<file path="config.mk">
export PLATFORM = sky130hd
export DESIGN_NAME = vga_fb_reader
export DESIGN_NICKNAME = d
export VERILOG_FILES = /design/src/rtl/vga_fb_reader.sv
export SDC_FILE = /design/constraint.sdc
export NUM_CORES = 1
export LEC_CHECK = 0
export ABC_AREA = 1
export CAP_MARGIN = 40
export CORE_MARGIN = 5
export CORE_UTILIZATION = 30
export DETAILED_ROUTE_END_ITERATION = 8
export PLACE_DENSITY = 0.62
export SETUP_SLACK_MARGIN = 0.2
export SLEW_MARGIN = 20
export SYNTH_ARGS = -nofsm -noshare
export SYNTH_HDL_FRONTEND = slang
export SYNTH_SLANG_ARGS = --single-unit
</file>
<file path="constraint.sdc">
create_clock -name clock -period 3.2 [get_ports clock]
set_input_delay 0.48 -clock clock [delete_from_list [all_inputs] [get_ports clock]]
set_output_delay 0.48 -clock clock [all_outputs]
set_load 0.005 [all_outputs]
</file>
<file path="src/rtl/vga_fb_reader.sv">
// Scan-out reader: 640x480@60 VGA timing over a 2x-doubled framebuffer, with sync/blank
// pipelined to match the read latency. Optional checkerboard output under TEST_PATTERN_EN.
module vga_fb_reader #(
  parameter int H_VISIBLE  = 640,
  parameter int H_FP       = 16,
  parameter int H_SYNC     = 96,
  parameter int H_BP       = 48,
  parameter int V_VISIBLE  = 480,
  parameter int V_FP       = 10,
  parameter int V_SYNC     = 2,
  parameter int V_BP       = 33,
  parameter int FB_W       = 320,
  parameter int FB_H       = 240,
  parameter int COLOR_W    = 8,
  parameter int RD_LATENCY = 1
) (
  input  logic               clock,
  input  logic               reset,
`ifdef TEST_PATTERN_EN
  input  logic               test_mode,
`endif
  output logic               rd_en,
  output logic [10:0]        x_coord,
  output logic [10:0]        y_coord,
  input  logic [COLOR_W-1:0] rd_data,
  output logic [COLOR_W-1:0] pixel_out,
  output logic               hsync,
  output logic               vsync,
  output logic               blank_n,
  output logic               frame_start
);

  localparam int H_TOTAL = H_VISIBLE + H_FP + H_SYNC + H_BP;
  localparam int V_TOTAL = V_VISIBLE + V_FP + V_SYNC + V_BP;
  // Reads never leave the framebuffer, even if the visible area were set larger than 2x it.
  localparam int H_ACT = (H_VISIBLE < 2 * FB_W) ? H_VISIBLE : 2 * FB_W;
  localparam int V_ACT = (V_VISIBLE < 2 * FB_H) ? V_VISIBLE : 2 * FB_H;

  localparam logic [10:0] H_LAST   = 11'(H_TOTAL - 1);
  localparam logic [10:0] V_LAST   = 11'(V_TOTAL - 1);
  localparam logic [10:0] H_ACT_W  = 11'(H_ACT);
  localparam logic [10:0] V_ACT_W  = 11'(V_ACT);
  localparam logic [10:0] HS_FIRST = 11'(H_VISIBLE + H_FP);
  localparam logic [10:0] HS_LAST  = 11'(H_VISIBLE + H_FP + H_SYNC - 1);
  localparam logic [10:0] VS_FIRST = 11'(V_VISIBLE + V_FP);
  localparam logic [10:0] VS_LAST  = 11'(V_VISIBLE + V_FP + V_SYNC - 1);

  logic [10:0] h_cnt, v_cnt;
  logic        active_c;
  logic        hs_a, vs_a, first_a;

  logic [RD_LATENCY-1:0] act_sr, hs_sr, vs_sr, first_sr;
`ifdef TEST_PATTERN_EN
  logic [RD_LATENCY-1:0] chk_sr;
`endif

  assign active_c = (h_cnt < H_ACT_W) && (v_cnt < V_ACT_W);

  always_ff @(posedge clock) begin
    if (reset) begin
      h_cnt <= '0;
      v_cnt <= '0;
    end else if (h_cnt == H_LAST) begin
      h_cnt <= '0;
      v_cnt <= (v_cnt == V_LAST) ? '0 : v_cnt + 11'd1;
    end else begin
      h_cnt <= h_cnt + 11'd1;
    end
  end

  // Address stage: each stored pixel covers a 2x2 block of screen pixels.
  always_ff @(posedge clock) begin
    if (reset) begin
      rd_en   <= 1'b0;
      x_coord <= '0;
      y_coord <= '0;
      hs_a    <= 1'b1;
      vs_a    <= 1'b1;
      first_a <= 1'b0;
    end else begin
      rd_en   <= active_c;
      x_coord <= active_c ? {1'b0, h_cnt[10:1]} : '0;
      y_coord <= active_c ? {1'b0, v_cnt[10:1]} : '0;
      hs_a    <= !((h_cnt >= HS_FIRST) && (h_cnt <= HS_LAST));
      vs_a    <= !((v_cnt >= VS_FIRST) && (v_cnt <= VS_LAST));
      first_a <= (h_cnt == 11'd0) && (v_cnt == 11'd0);
    end
  end

  // Delay line matching the framebuffer read latency.
  always_ff @(posedge clock) begin
    if (reset) begin
      act_sr   <= '0;
      hs_sr    <= '1;
      vs_sr    <= '1;
      first_sr <= '0;
    end else begin
      act_sr[0]   <= rd_en;
      hs_sr[0]    <= hs_a;
      vs_sr[0]    <= vs_a;
      first_sr[0] <= first_a;
      for (int i = 1; i < RD_LATENCY; i++) begin
        act_sr[i]   <= act_sr[i-1];
        hs_sr[i]    <= hs_sr[i-1];
        vs_sr[i]    <= vs_sr[i-1];
        first_sr[i] <= first_sr[i-1];
      end
    end
  end

`ifdef TEST_PATTERN_EN
  always_ff @(posedge clock) begin
    if (reset) begin
      chk_sr <= '0;
    end else begin
      chk_sr[0] <= x_coord[3] ^ y_coord[3];
      for (int i = 1; i < RD_LATENCY; i++) chk_sr[i] <= chk_sr[i-1];
    end
  end
`endif

  always_ff @(posedge clock) begin
    if (reset) begin
      pixel_out   <= '0;
      hsync       <= 1'b1;
      vsync       <= 1'b1;
      blank_n     <= 1'b0;
      frame_start <= 1'b0;
    end else begin
`ifdef TEST_PATTERN_EN
      if (!act_sr[RD_LATENCY-1])
        pixel_out <= '0;
      else if (test_mode)
        pixel_out <= {COLOR_W{chk_sr[RD_LATENCY-1]}};
      else
        pixel_out <= rd_data;
`else
      pixel_out   <= act_sr[RD_LATENCY-1] ? rd_data : '0;
`endif
      hsync       <= hs_sr[RD_LATENCY-1];
      vsync       <= vs_sr[RD_LATENCY-1];
      blank_n     <= act_sr[RD_LATENCY-1];
      frame_start <= first_sr[RD_LATENCY-1];
    end
  end

endmodule
</file>
==> Word level (Yosys, flattened, before mapping) <==
Index checks and enable logic that the tools add are counted.
{ "classes": {"magnitude_cmp": 6, "n_addsub": 2, "div": 0, "n_reduce_logical": 11, "multipliers": 0, "n_eq_ne": 2, "bitwise_logic": 2, "muxes": 1, "shift": 0} }
{ "ops": {"columns": ["cell", "n"], "rows": [
  ["11-bit by 1-bit adder with 11-bit output, second input constant", 2],
  ["11-bit by 10-bit == test with 1-bit output, second input constant", 2],
  ["11-bit zero test", 2],
  ["11-bit by 10-bit greater-or-equal comparator with 1-bit output, second input constant", 1],
  ["11-bit by 9-bit greater-or-equal comparator with 1-bit output, second input constant", 1],
  ["11-bit by 10-bit <= comparator with 1-bit output, second input constant", 1],
  ["11-bit by 9-bit <= comparator with 1-bit output, second input constant", 1],
  ["11-bit by 10-bit < comparator with 1-bit output, second input constant", 1],
  ["11-bit by 9-bit < comparator with 1-bit output, second input constant", 1],
  ["11-bit two-way mux", 1],
  ["2-bit OR reduction", 3],
  ["1-bit logical AND", 4],
  ["1-bit zero test", 2],
  ["1-bit inverter", 2]
]} }
{ "totals": {"inputBits": 10, "mem_count": 0, "wordCells": 43, "register_bits": 64, "ram_bits": 0, "latch_bits": 0, "rom_bits": 0, "output_inout_bits": 35} }

==> Logic depth before layout (Yosys ltp) <==
{ "depth": {"word_depth": 4, "depth_mapped": 9} }

==> Worst setup path after synthesis <==
Ideal clock, no wire load.
{ "synth_path": {"path_type": "register to register", "from": "register h_cnt[0]", "to": "register v_cnt[6]", "t_required_ps": 3075, "arrival_ps": 1225, "setup_slack_ps": 1849, "period_less_slack_ps": 1351, "n_path_buf": 0, "path_stages_with_launch": 9, "cell_sequence": "dfxtp_1 > ha_1 > nand3_2 > nor2_4 > nand2_4 > nor2_1 > nand2_1 > nand2_1 > nor2_1"} }
{ "synth_via": {"elab_chain_len": 1} }
{ "synth_rtl": {"columns": ["element", "line_no", "source"], "rows": [
  ["start: declaration", "48", "logic [10:0] h_cnt, v_cnt;"],
  ["start signal: assignment", "67", "h_cnt <= h_cnt + 11'd1;"],
  ["11-bit by 10-bit == test with 1-bit output", "63", "end else if (h_cnt == H_LAST) begin"],
  ["end signal: assignment", "65", "v_cnt <= (v_cnt == V_LAST) ? '0 : v_cnt + 11'd1;"],
  ["end: declaration", "48", null]
]} }
No other way between the ends.
A chain may end at the register's enable or synchronous reset.

==> impl_metrics.yaml <==
outcome:
  status: "completed"
cts:
  hold_buffers: 0
  cts_resized: 0
  cts_tree: "done"
  h-tree-depth: 3
  numClockSinks: 62
  clk_pin_slew_ps: 70
  post-cts-setup-buffers: 0
  cts_buffers: 9
  clk_path_buf_depth: 2
  clock_latency_ps: 330
  cts-root-buf: "clkbuf_8"
critical_path:
  critical_path_required_ps: 3430
  worstPathArrival_ps: 1940
  cp_slowest_cell: "clkdlybuf4s50_1"
  end_kind: "register"
  worstPathMaxFanout: 14
  crit_chain: "clkdlybuf4s50_1 > inv_1 > nand2_4 > nand2_2 > inv_2 > nor2_1"
  crit_type: "input pin to register"
  critPathLaunchType: "input pin"
  slowest_delay_ps: 750
timing:
  fmax_mhz: 585
  finalHoldViolCount: 0
  finClkSkew_ps: 6.15
  setup_viol: 0
  setup_tns_ps: 0
  maxSlewViolCount: 0
  min_period_ps: 1710
  rsz0062_at_grt: "false"
  finalCritPeriodShare: 0.534
detailed_routing:
  drt_pass1_iterations: 4
  wl_mm: 5.12
  detail_route.vias_per_cell: 4.32
  drc_errors: 0
  vias: 2016
  wl_per_cell_um: 11.0
  ant_nets: 0
  drt_iter0_markers: 100
grt:
  grt_pass1_wl_mm: 8.87
  antenna_found_initial: 0
  first_global_vias: 1903
  grt_overflow: 0
  track_usage: 0.113
  grt_start_max_net_pins: 19
synthesis:
  ys_seq_area_frac: 0.514
  synthCells: 308
  yosysMostFrequentCell: "nor2_1"
  synth_area_leader_cell: "dfxtp_1"
  syn-mean-instance-area_um2: 7.84
  ys_types: 31
  synth_common_cells: "nor2_1, dfxtp_1, nand2_1"
  synth_top_area_frac: 0.514
  synth_flop_cell: "dfxtp_1"
  synth_edf_count: 0
  synth_area_leaders: "dfxtp_1, nor2_1, nand2_1"
  synthArstFlopShare: 0
  syn_area_mm2: 0.00242
  yosysWarnings: 0
  ys_ff_latch: 62
floorplan:
  die_w_um: 99.7
  core_area_mm2: 0.00777
  io_pins: 45
  die-area_mm2: 0.00995
  start_util: 0.311
  die_h_um: 99.7
  rows: 32
finish:
  n_antenna_cell: 0
  postLayoutCellArea_mm2: 0.00313
  n_fill_cell: 800
  finish.net_count: 374
  synthToLayoutAreaGrowth_pct: 29.7
  layout.cells.non_filler: 467
  drive_above_1_share: 0.104
power_and_ir_drop:
  p_per_area_mw_per_mm2: 480
  power_uw: 1500
  peakVddDrop_uv: 167
  leakage_uw: 0.00132
flow_run:
  drv_cap: 0
place:
  post-place-cells: 451
  dp_hpwl_mm: 3.80
  gp_congestion: 0.860
  post_dp_cell_area_mm2: 0.00294
  portBuffers: 42
hold_path:
  hold_class: "register to register"
-- cells by family after synthesis --
logic type | count (synthesis) | synth area share
xor gates and xnor gates | 3 | 0.0109
AOI/OAI and AO/OA | 15 | 0.0352
and+or+nand+nor | 163 | 0.318
DFF | 62 | 0.514
other | 1 | 0.00155
adders and majority gates | 4 | 0.0207
buffers and inverters | 60 | 0.0999
-- worst paths after layout --
path | slack (ps) | end | start | cells after the start
min reg2reg | 410 | frame_start | first_sr | 2
max reg2reg | 1580 | v_cnt[4] | h_cnt[0] | 8
max | 1490 | v_cnt[4] | reset | 6
min | 410 | frame_start | first_sr | 2
-- area by class of cell --
| class | instances | area [um^2] | share of cell area |
|---|---|---|---|
| multi-input combinational | 190 | 948 | 0.303 |
| timing repair buffer | 42 | 420 | 0.134 |
| tap | 102 | 128 | 0.0407 |
| clock inverter | 6 | 62.6 | 0.0200 |
| inverter | 55 | 206 | 0.0659 |
| clock buffer | 10 | 128 | 0.0407 |
| sequential | 62 | 1240 | 0.396 |
-- power by group --
group	internal [uW]	switching, uW
Combinational	31.9	31.0
Sequential	785	6.36
Clock	356	294
-- metrics by stage --
| step | setup WS (ps) | hold slack, ps | util |
|---|---|---|---|
| 3_3_place_gp | 1170 | 389 | 0.379 |
| 4_1_cts | 1490 | 408 | 0.404 |
| 6_report | 1490 | 406 | 0.404 |
| 5_1_grt | 1330 | 423 | 0.404 |
| 3_5_place_dp | 1130 | 396 | 0.379 |
| 2_1_floorplan | 1850 | 388 | - |
-- critical path: cells and delay by family --
family | cells | cell delay, ps
buf+inv | 3 | 1060
simple gates | 3 | 390
-- metal layers --
metal / GRT usage / part of all wire
met1: 0.137 / 0.44
met3: 0.0365 / 0.075
met5: 0 / 0
met4: 0.0609 / 0.022
met2: 0.176 / 0.47
-- flip-flops by register name (all words and copies together), names as in the netlist --
| register | flops |
|---|---|
| v_cnt | 11 |
| rd_en | 1 |
| frame_start | 1 |
| vs_a | 1 |
| first_sr | 1 |
| hs_a | 1 |
| h_cnt | 11 |
| act_sr | 1 |
| vsync | 1 |
| pixel_out | 8 |
| first_a | 1 |
| hsync | 1 |
| hs_sr | 1 |
| y_coord | 10 |
| blank_n | 1 |
| vs_sr | 1 |
| x_coord | 10 |
-- placed cells by master (no fill, tap or decap) --
cell	instances
nor2_1	64
dfxtp_1	62
nand2_1	52
inv_1	51
clkdlybuf4s50_1	42
nand3_1	15
clkbuf_8	9
nand4_1	7
a21oi_1	7
nor4_1	6
conb_1	5
inv_2	4
or2_2	4
ha_1	4
nor2_4	3
xor2_1	3
o21ai_0	3
clkinvlp_4	3
nand2_4	2
nand2_2	2
nor3_1	2
o21ai_1	2
o21ai_2	2
clkinv_2	2
nor3_2	1
nand3_2	1
nor3_4	1
nor3b_2	1
nor4_2	1
nand3b_2	1
o211ai_1	1
bufinv_16	1
clkbuf_1	1
No activity file was read; power rests on OpenSTA's default activity.
